$ cat config.mk
export PLATFORM = sky130hd
export DESIGN_NAME = exc_commit_ctrl_flat
export DESIGN_NICKNAME = d
export VERILOG_FILES = /design/src/rtl/exc_commit_ctrl_if.sv /design/src/rtl/exc_commit_ctrl.sv /design/src/flat_wrapper.sv
export SDC_FILE = /design/constraint.sdc
export NUM_CORES = 1
export LEC_CHECK = 0
export BUFFER_PORTS_ARGS = -buffer_cell sky130_fd_sc_hd__buf_4
export CORE_ASPECT_RATIO = 2
export CORE_UTILIZATION = 43
export CTS_CLUSTER_SIZE = 20
export DETAILED_ROUTE_END_ITERATION = 6
export GPL_ROUTABILITY_DRIVEN = 0
export PLACE_DENSITY_LB_ADDON = 0.3
export SETUP_SLACK_MARGIN = 0.02
export SLEW_MARGIN = 20
export SYNTH_ARGS = -nofsm -noshare
export SYNTH_HDL_FRONTEND = slang
export SYNTH_SLANG_ARGS = --single-unit
$ cat constraint.sdc
create_clock -name clk -period 1.84 [get_ports clk]
set_input_delay 0.368 -clock clk [delete_from_list [all_inputs] [get_ports clk]]
set_output_delay 0.368 -clock clk [all_outputs]
set_load 0.05 [all_outputs]
$ cat src/rtl/exc_commit_ctrl_if.sv
// WB-stage instruction bus and CSR exception-entry bus for exc_commit_ctrl.
// slave : the arbiter itself (consumes WB/CSR status, drives CSR events)
// master: the pipeline/CSR side (drives WB/CSR status, observes events)
interface exc_commit_ctrl_if;
  logic        wb_valid;
  logic        wb_ready;
  logic [31:0] wb_pc;
  logic [3:0]  wb_fexc;
  logic [3:0]  wb_dexc;
  logic [6:0]  wb_mexc;
  logic [31:0] wb_vaddr;
  logic        wb_ertn;
  logic        wb_refetch;
  logic        wb_idle;
  logic [11:0] is;
  logic [11:0] lie;
  logic        ie;
  logic        exlike;
  logic        is_exc;
  logic        is_ertn;
  logic        is_fetch_again;
  logic [5:0]  excode;
  logic [8:0]  esubcode;
  logic [31:0] badvaddr;
  logic [31:0] csr_pc;

  modport slave (
    input  wb_valid, wb_pc, wb_fexc, wb_dexc, wb_mexc, wb_vaddr,
           wb_ertn, wb_refetch, wb_idle, is, lie, ie, exlike,
    output wb_ready, is_exc, is_ertn, is_fetch_again, excode, esubcode,
           badvaddr, csr_pc
  );

  modport master (
    output wb_valid, wb_pc, wb_fexc, wb_dexc, wb_mexc, wb_vaddr,
           wb_ertn, wb_refetch, wb_idle, is, lie, ie, exlike,
    input  wb_ready, is_exc, is_ertn, is_fetch_again, excode, esubcode,
           badvaddr, csr_pc
  );
endinterface

$ cat src/rtl/exc_commit_ctrl.sv
// WB-stage exception/interrupt arbiter.
// Picks the highest-priority trap for the retiring instruction, emits one
// registered event pulse to the CSR block, then holds the pipeline flushed
// until the CSR redirect strobe (exlike) or a FLUSH_MAX-cycle timeout.
// Optional build macro: IDLE_WAKE_EN (idle instruction waits for an interrupt).
//
// state     | meaning
// ----------+-----------------------------------------------------------
// S_RUN     | accepting WB instructions (wb_ready=1)
// S_FLUSH   | event issued, younger stages killed, waiting for exlike
// S_IDLE    | (IDLE_WAKE_EN only) idle retired, waiting for int_pend
module exc_commit_ctrl #(
  parameter int FLUSH_MAX = 8
) (
  input  logic               clk,
  input  logic               reset,
  exc_commit_ctrl_if.slave   bus,
  output logic               commit_valid,
  output logic               flush,
  output logic               flush_timeout
);

  localparam int CW = $clog2(FLUSH_MAX);

  typedef enum logic [1:0] {
    S_RUN   = 2'd0,
    S_FLUSH = 2'd1
`ifdef IDLE_WAKE_EN
    , S_IDLE  = 2'd2
`endif
  } state_t;

  state_t      state_q, state_d;
  logic [CW-1:0] cnt_q, cnt_d;
  logic        is_exc_q, is_exc_d;
  logic        is_ertn_q, is_ertn_d;
  logic        fetch_again_q, fetch_again_d;
  logic [5:0]  excode_q, excode_d;
  logic [8:0]  esubcode_q, esubcode_d;
  logic [31:0] badvaddr_q, badvaddr_d;
  logic [31:0] csr_pc_q, csr_pc_d;
  logic        commit_q, commit_d;
  logic        timeout_q, timeout_d;
`ifdef IDLE_WAKE_EN
  logic [31:0] idle_pc_q, idle_pc_d;
`endif

  logic        int_pend;
  logic        trap;
  logic [5:0]  trap_code;
  logic [8:0]  trap_sub;
  logic [31:0] trap_badv;

  assign int_pend = bus.ie & (|(bus.is & bus.lie));

  // Fixed-priority trap encoder: interrupt, then fetch, decode, memory faults
  always_comb begin
    trap      = 1'b1;
    trap_code = 6'h00;
    trap_sub  = 9'd0;
    trap_badv = 32'd0;
    if (int_pend) begin
      trap_code = 6'h00;
    end else if (bus.wb_fexc[3]) begin
      trap_code = 6'h08; trap_badv = bus.wb_pc;
    end else if (bus.wb_fexc[2]) begin
      trap_code = 6'h3F; trap_badv = bus.wb_pc;
    end else if (bus.wb_fexc[1]) begin
      trap_code = 6'h03; trap_badv = bus.wb_pc;
    end else if (bus.wb_fexc[0]) begin
      trap_code = 6'h07; trap_badv = bus.wb_pc;
    end else if (bus.wb_dexc[3]) begin
      trap_code = 6'h0D;
    end else if (bus.wb_dexc[2]) begin
      trap_code = 6'h0E;
    end else if (bus.wb_dexc[1]) begin
      trap_code = 6'h0B;
    end else if (bus.wb_dexc[0]) begin
      trap_code = 6'h0C;
    end else if (bus.wb_mexc[6]) begin
      trap_code = 6'h09; trap_badv = bus.wb_vaddr;
    end else if (bus.wb_mexc[5]) begin
      trap_code = 6'h08; trap_sub = 9'd1; trap_badv = bus.wb_vaddr;
    end else if (bus.wb_mexc[4]) begin
      trap_code = 6'h3F; trap_badv = bus.wb_vaddr;
    end else if (bus.wb_mexc[3]) begin
      trap_code = 6'h01; trap_badv = bus.wb_vaddr;
    end else if (bus.wb_mexc[2]) begin
      trap_code = 6'h02; trap_badv = bus.wb_vaddr;
    end else if (bus.wb_mexc[1]) begin
      trap_code = 6'h04; trap_badv = bus.wb_vaddr;
    end else if (bus.wb_mexc[0]) begin
      trap_code = 6'h07; trap_badv = bus.wb_vaddr;
    end else begin
      trap = 1'b0;
    end
  end

  // Next state, flush counter and next-cycle event outputs
  always_comb begin
    state_d       = state_q;
    cnt_d         = cnt_q;
    is_exc_d      = 1'b0;
    is_ertn_d     = 1'b0;
    fetch_again_d = 1'b0;
    excode_d      = 6'h00;
    esubcode_d    = 9'd0;
    badvaddr_d    = 32'd0;
    csr_pc_d      = 32'd0;
    commit_d      = 1'b0;
    timeout_d     = timeout_q;
`ifdef IDLE_WAKE_EN
    idle_pc_d     = idle_pc_q;
`endif
    case (state_q)
      S_RUN: begin
        if (bus.wb_valid) begin
          if (trap) begin
            is_exc_d   = 1'b1;
            excode_d   = trap_code;
            esubcode_d = trap_sub;
            badvaddr_d = trap_badv;
            csr_pc_d   = bus.wb_pc;
            state_d    = S_FLUSH;
            cnt_d      = '0;
          end else if (bus.wb_ertn) begin
            is_ertn_d = 1'b1;
            commit_d  = 1'b1;
            csr_pc_d  = bus.wb_pc;
            state_d   = S_FLUSH;
            cnt_d     = '0;
          end else if (bus.wb_refetch) begin
            fetch_again_d = 1'b1;
            commit_d      = 1'b1;
            csr_pc_d      = bus.wb_pc;
            state_d       = S_FLUSH;
            cnt_d         = '0;
`ifdef IDLE_WAKE_EN
          end else if (bus.wb_idle) begin
            commit_d  = 1'b1;
            idle_pc_d = bus.wb_pc + 32'd4;
            state_d   = S_IDLE;
`endif
          end else begin
            commit_d = 1'b1;
          end
        end
      end
      S_FLUSH: begin
        cnt_d = cnt_q + CW'(1);
        if (bus.exlike) begin
          state_d = S_RUN;
        end else if (cnt_q == CW'(FLUSH_MAX - 1)) begin
          state_d   = S_RUN;
          timeout_d = 1'b1;
        end
      end
`ifdef IDLE_WAKE_EN
      S_IDLE: begin
        if (int_pend) begin
          is_exc_d = 1'b1;
          excode_d = 6'h00;
          csr_pc_d = idle_pc_q;
          state_d  = S_FLUSH;
          cnt_d    = '0;
        end
      end
`endif
      default: state_d = S_RUN;
    endcase
  end

  // State, counter and registered CSR event outputs
  always_ff @(posedge clk or negedge reset) begin
    if (!reset) begin
      state_q       <= S_RUN;
      cnt_q         <= '0;
      is_exc_q      <= 1'b0;
      is_ertn_q     <= 1'b0;
      fetch_again_q <= 1'b0;
      excode_q      <= 6'h00;
      esubcode_q    <= 9'd0;
      badvaddr_q    <= 32'd0;
      csr_pc_q      <= 32'd0;
      commit_q      <= 1'b0;
      timeout_q     <= 1'b0;
`ifdef IDLE_WAKE_EN
      idle_pc_q     <= 32'd0;
`endif
    end else begin
      state_q       <= state_d;
      cnt_q         <= cnt_d;
      is_exc_q      <= is_exc_d;
      is_ertn_q     <= is_ertn_d;
      fetch_again_q <= fetch_again_d;
      excode_q      <= excode_d;
      esubcode_q    <= esubcode_d;
      badvaddr_q    <= badvaddr_d;
      csr_pc_q      <= csr_pc_d;
      commit_q      <= commit_d;
      timeout_q     <= timeout_d;
`ifdef IDLE_WAKE_EN
      idle_pc_q     <= idle_pc_d;
`endif
    end
  end

  assign bus.wb_ready       = (state_q == S_RUN);
  assign flush              = (state_q == S_FLUSH);
  assign bus.is_exc         = is_exc_q;
  assign bus.is_ertn        = is_ertn_q;
  assign bus.is_fetch_again = fetch_again_q;
  assign bus.excode         = excode_q;
  assign bus.esubcode       = esubcode_q;
  assign bus.badvaddr       = badvaddr_q;
  assign bus.csr_pc         = csr_pc_q;
  assign commit_valid       = commit_q;
  assign flush_timeout      = timeout_q;

endmodule

$ cat src/flat_wrapper.sv
// flat-port wrapper written by rule: the top's interface ports become plain ports
module exc_commit_ctrl_flat 
#(
  parameter int FLUSH_MAX = 8
)
  (clk, reset, commit_valid, flush, flush_timeout, bus_wb_valid, bus_wb_pc, bus_wb_fexc, bus_wb_dexc, bus_wb_mexc, bus_wb_vaddr, bus_wb_ertn, bus_wb_refetch, bus_wb_idle, bus_is, bus_lie, bus_ie, bus_exlike, bus_wb_ready, bus_is_exc, bus_is_ertn, bus_is_fetch_again, bus_excode, bus_esubcode, bus_badvaddr, bus_csr_pc);
  exc_commit_ctrl_if bus_i ();
  input  logic clk;
  input  logic reset;
  output logic commit_valid;
  output logic flush;
  output logic flush_timeout;
  input wire logic [$bits(bus_i.wb_valid)-1:0] bus_wb_valid;
  input wire logic [$bits(bus_i.wb_pc)-1:0] bus_wb_pc;
  input wire logic [$bits(bus_i.wb_fexc)-1:0] bus_wb_fexc;
  input wire logic [$bits(bus_i.wb_dexc)-1:0] bus_wb_dexc;
  input wire logic [$bits(bus_i.wb_mexc)-1:0] bus_wb_mexc;
  input wire logic [$bits(bus_i.wb_vaddr)-1:0] bus_wb_vaddr;
  input wire logic [$bits(bus_i.wb_ertn)-1:0] bus_wb_ertn;
  input wire logic [$bits(bus_i.wb_refetch)-1:0] bus_wb_refetch;
  input wire logic [$bits(bus_i.wb_idle)-1:0] bus_wb_idle;
  input wire logic [$bits(bus_i.is)-1:0] bus_is;
  input wire logic [$bits(bus_i.lie)-1:0] bus_lie;
  input wire logic [$bits(bus_i.ie)-1:0] bus_ie;
  input wire logic [$bits(bus_i.exlike)-1:0] bus_exlike;
  output wire logic [$bits(bus_i.wb_ready)-1:0] bus_wb_ready;
  output wire logic [$bits(bus_i.is_exc)-1:0] bus_is_exc;
  output wire logic [$bits(bus_i.is_ertn)-1:0] bus_is_ertn;
  output wire logic [$bits(bus_i.is_fetch_again)-1:0] bus_is_fetch_again;
  output wire logic [$bits(bus_i.excode)-1:0] bus_excode;
  output wire logic [$bits(bus_i.esubcode)-1:0] bus_esubcode;
  output wire logic [$bits(bus_i.badvaddr)-1:0] bus_badvaddr;
  output wire logic [$bits(bus_i.csr_pc)-1:0] bus_csr_pc;
  assign bus_i.wb_valid = bus_wb_valid;
  assign bus_i.wb_pc = bus_wb_pc;
  assign bus_i.wb_fexc = bus_wb_fexc;
  assign bus_i.wb_dexc = bus_wb_dexc;
  assign bus_i.wb_mexc = bus_wb_mexc;
  assign bus_i.wb_vaddr = bus_wb_vaddr;
  assign bus_i.wb_ertn = bus_wb_ertn;
  assign bus_i.wb_refetch = bus_wb_refetch;
  assign bus_i.wb_idle = bus_wb_idle;
  assign bus_i.is = bus_is;
  assign bus_i.lie = bus_lie;
  assign bus_i.ie = bus_ie;
  assign bus_i.exlike = bus_exlike;
  assign bus_wb_ready = bus_i.wb_ready;
  assign bus_is_exc = bus_i.is_exc;
  assign bus_is_ertn = bus_i.is_ertn;
  assign bus_is_fetch_again = bus_i.is_fetch_again;
  assign bus_excode = bus_i.excode;
  assign bus_esubcode = bus_i.esubcode;
  assign bus_badvaddr = bus_i.badvaddr;
  assign bus_csr_pc = bus_i.csr_pc;
  exc_commit_ctrl #(.FLUSH_MAX(FLUSH_MAX)) u_core (.clk(clk), .reset(reset), .bus(bus_i), .commit_valid(commit_valid), .flush(flush), .flush_timeout(flush_timeout));
endmodule
# == After elaboration in Yosys (flattened, before gate mapping) ==
# Cells that the tools add are included.
# word_totals
in_bits,111
reg_bits,89
# classes
eq_ne,5
mux,100
add_sub_neg,1
bitwise,3
reduce_logical,6
# ops
operator,n
2-to-1 mux 32 bit,24
2-to-1 mux 9 bit,13
2-to-1 mux 6 bit,18
2-to-1 mux 1 bit,32
2-to-1 mux 3 bit,5
AND 12 bit,1
2-to-1 mux 2 bit,6
OR reduction 12 bit,1
AND reduction 3 bit,3
one-hot mux 3 bit (2 select lines),1
!= test 4 x 3 -> 1 bit (second input constant),1
one-hot mux 2 bit (2 select lines),1
adder 3 x 1 -> 3 bit (second input constant),1
== test 3 bit (second input constant),1
!= test 3 x 1 -> 1 bit (second input constant),1
== test 2 x 1 -> 1 bit (second input constant),1
zero test 2 bit,1
!= test 2 bit (second input constant),1
nonzero test 2 bit,1
AND 1 bit,1
NOT 1 bit,1

# == Logic depth before layout (Yosys ltp) ==
# logic_depth
depth_word,19
mapped_depth,7
mapped_depth_nobuf,5

# == Worst setup path after synthesis ==
# Ideal clock, no wire load.
# synth_timing
path_type,input to register
from,input bus_wb_fexc[3]
to,"register u_core.csr_pc_q[10], in the netlist u_core.bus.csr_pc[10]"
stages,7
path_buffers,2
t_arrival_ns,1.996
setup_slack_ns,-0.275
cell_sequence,or4_1 -> buf_2 -> or3_4 -> nor2_4 -> a31oi_4 -> clkbuf_1 -> and2_1
# synth_between
elab_chain_len,5
# synth_lines
item,line,rtl
"start, declared",flat_wrapper.sv:15,input wire logic [$bits(bus_i.wb_fexc)-1:0] bus_wb_fexc;
2-to-1 mux 1 bit,exc_commit_ctrl.sv:64,end else if (bus.wb_fexc[3]) begin
2-to-1 mux 1 bit,exc_commit_ctrl.sv:62,if (int_pend) begin
2-to-1 mux 32 bit,exc_commit_ctrl.sv:118,if (trap) begin
2-to-1 mux 32 bit,exc_commit_ctrl.sv:117,if (bus.wb_valid) begin
2-to-1 mux 32 bit,exc_commit_ctrl.sv:115,case (state_q)
via u_core.csr_pc_d[10],exc_commit_ctrl.sv:41,"logic [31:0] csr_pc_q, csr_pc_d;"
"end signal, assigned",exc_commit_ctrl.sv:199,csr_pc_q <= csr_pc_d;
"end, declared",exc_commit_ctrl.sv:41,
# The timed path passes the listed nets, and every way through them passes these cells.
# A chain may end at the register's enable or synchronous reset.

# == Final worst setup path ==
# layout_timing
from,input bus_wb_fexc[3]
to,register u_core.state_q[0]
# layout_between
elab_chain_len,5
# layout_lines
item,line,rtl
2-to-1 mux 1 bit (*),exc_commit_ctrl.sv:64,
2-to-1 mux 1 bit (*),exc_commit_ctrl.sv:62,
2-to-1 mux 2 bit,exc_commit_ctrl.sv:118,
2-to-1 mux 2 bit,exc_commit_ctrl.sv:117,
one-hot mux 2 bit (2 select lines),exc_commit_ctrl.sv:115,
"end signal, assigned",exc_commit_ctrl.sv:191,state_q <= state_d;
"end, declared",exc_commit_ctrl.sv:33,"state_t state_q, state_d;"
# Every way passes the cells marked *; elsewhere a longest branch is shown, timed or not. The select of a mux whose other input is x is not followed.

==> flow_summary.json <==
{
  "max-slew-margin-rel_pct": 67.2,
  "first_pass_iters": 4,
  "yosys.area_share.simple_pct": 17.2,
  "clock_latency_ns": 0.33,
  "wl_per_cell_um": 15.5,
  "clock.fmax_mhz": 552,
  "cts_buffers": 9,
  "yosys.cell_count.top_type": "dfrtp_1",
  "setup_viol": 0,
  "hold_viol": 0,
  "cts_tree": "done",
  "arrival_ns": 2.03,
  "grt_first_pass_wirelength_um": 13800,
  "fin_hold_ws_ns": 0.260,
  "antenna_found_initial": 0,
  "netlist_top_cells_area": "dfrtp_1, a22oi_1, and2_1",
  "coreArea_um2": 7050,
  "grt_util_all_layers_pct": 23.7,
  "yosys-top-cells-count": "dfrtp_1, nor2_1, a22oi_1",
  "cts-root-buf": "clkbuf_16",
  "syn_area_per_cell_um2": 11.5,
  "die_area_um2": 7730,
  "leakagePower_nw": 2.79,
  "cts_sinks": 79,
  "tightest_slew_ns": 0.488,
  "cp-start-kind": "input pin",
  "synth_edf_count": 0,
  "ioPinCount": 197,
  "vias": 2926,
  "synth_cell_type_count": 36,
  "synth_top_area_share_pct": 62.5,
  "yosysTopAreaCell": "dfrtp_1",
  "drc": 0,
  "synthMuxAreaShare_pct": 0.633,
  "num-nets-final": 598,
  "drt-total-wl_um": 8970,
  "dp.cells": 562,
  "num_rows": 43,
  "ir_drop_mv": 0.748,
  "start_util_pct": 44.9,
  "power_density_nw_per_um2": 961,
  "cp_max_fo": 13,
  "async_reset_ff_share_pct": 100,
  "h-tree-depth": 3,
  "crit_type": "in -> reg",
  "grt_max_degree": 39,
  "yosysWarnings": 0,
  "ys_seq_elements": 79,
  "syn2layout_area_growth_pct": 66.0,
  "grt_overflow": 0,
  "clk_pin_slew_ns": 0.06,
  "maxCapViolCount": 0,
  "end_kind": "register",
  "synthAdderAreaFrac_pct": 0.791,
  "fp.dieH_um": 123,
  "required_ns": 2.06,
  "fin_setup_tns_ns": 0,
  "die_w_um": 62.7,
  "port_buffers": 187,
  "drive_gt1_share_pct": 50.8,
  "rsz0062_at_grt": "true",
  "status": "finished, final reports clean",
  "period_needed_ns": 1.81,
  "yosys.area_share.xor_xnor_pct": 0.277,
  "period_share_pct": 98.4,
  "dpl.hpwl_um": 6670,
  "syn_area_um2": 3160,
  "slew_viol_final": 0,
  "drt-initial-drc-count": 155,
  "grt_pass1_vias": 2970,
  "diodes": 0,
  "synthCells": 276,
  "skew_ns": 0.00627,
  "hp-class": "in -> reg",
  "yosys_most_used_dff": "dfrtp_1",
  "synth_top_family_by_area": "simple AND/OR/NAND/NOR gates",
  "ant_nets": 0,
  "vias_per_cell": 5.04,
  "synth-seq-area-share_pct": 62.5,
  "stdcell_count": 580,
  "synth_compound_area_share_pct": 13.4,
  "cts_buffer_depth": 2
}
sequential cells by signal, summed over array words and instances (netlist names):
| name | count |
|---|---|
| u_core.cnt_q | 3 |
| u_core.bus.is_fetch_again | 1 |
| u_core.bus.esubcode | 1 |
| u_core.bus.csr_pc | 32 |
| u_core.bus.is_ertn | 1 |
| u_core.bus.is_exc | 1 |
| u_core.state_q | 1 |
| u_core.bus.badvaddr | 32 |
| u_core.flush_timeout | 1 |
| u_core.bus.excode | 5 |
| u_core.commit_valid | 1 |
final cells by class:
type,count,area (um^2)
clock buffers,11,243
fillers,523,1800
well taps,90,113
clock inverters,5,81.3
repair buffers,215,1690
multi-input cells,174,1120
inverters,6,22.5
flip-flops and latches,79,1980
per-stage QoR:
step | instance area, um^2 | power, mW | utilization, % | setup WS, ns
finish | 5250 | 5.05 | 74.5 | 0.0298
global route | 5250 | 5.23 | 74.5 | -0.0191
CTS | 5200 | 5.08 | 73.9 | 0.0132
detailed placement | 4870 | 3.19 | 69.1 | -0.338
global placement | 4870 | 3.15 | 69.1 | -0.323
floorplan | 3260 | 2.66 | - | -0.262
power breakdown:
group          internal, mW  switching (mW)
Combinational         0.491           0.740
Clock                  1.22           0.657
Sequential             1.87          0.0628
Total                  3.59            1.46
worst max-delay path, stage by stage:
cell,delay [ns]
buf_6,0.09
or4_4,0.54
or3_4,0.42
nor2_4,0.13
a31oi_4,0.13
buf_12,0.17
a31o_1,0.17
per-layer routing:
layer	global-route usage [%]	wire length [um]
met3	5.17	579
met1	22.8	2960
met4	14.5	361
met2	45.0	5070
met5	0	0
cell usage in the layout (no fill, tap or decap), types with 4 or more instances in the layout:
| master | instances |
|---|---|
| and2_1 | 27 |
| and2_4 | 7 |
| a22oi_1 | 38 |
| conb_1 | 8 |
| buf_4 | 205 |
| clkbuf_16 | 9 |
| nor3_2 | 5 |
| nand2_1 | 5 |
| dfrtp_1 | 79 |
| inv_1 | 6 |
| nor2_1 | 46 |
| buf_12 | 5 |
| buf_6 | 4 |
cell families after synthesis:
group | Yosys count
AO/OA/AOI/OAI | 56
XOR/XNOR | 1
adder cells (fa/ha/maj) | 2
buffers and inverters | 30
flip-flops | 79
multiplexers | 2
other | 1
AND/OR/NAND/NOR | 105
repair_timing:
| item | CTS | global route |
|---|---|---|
| gates resized for setup | 0 | 12 |
| endpoints found under the hold margin | 9 | 0 |
| hold buffers | 1 | 0 |
| endpoints found under the setup margin | 1 | 57 |
| setup buffers | 0 | 1 |
path summary, 6_finish.rpt:
kind / from / to / slack, ns / cells after the start
worst max-delay path: bus_wb_fexc[3] / u_core.state_q[0]$_DFFE_PN0P_ / 0.03 / 7
worst min-delay path: bus_wb_pc[21] / u_core.bus.csr_pc[21]$_DFF_PN0_ / 0.26 / 2
worst max register to register: u_core.state_q[0]$_DFFE_PN0P_ / u_core.bus.badvaddr[11]$_DFF_PN0_ / 0.44 / 4
worst min register to register: u_core.flush_timeout$_DFFE_PN0P_ / u_core.flush_timeout$_DFFE_PN0P_ / 0.48 / 1
max in group asynchronous: reset / u_core.bus.excode[3]$_DFF_PN0_ / 0.76 / 3
min in group asynchronous: reset / u_core.bus.csr_pc[21]$_DFF_PN0_ / 0.54 / 2
Power figures use the tool's default switching activity.
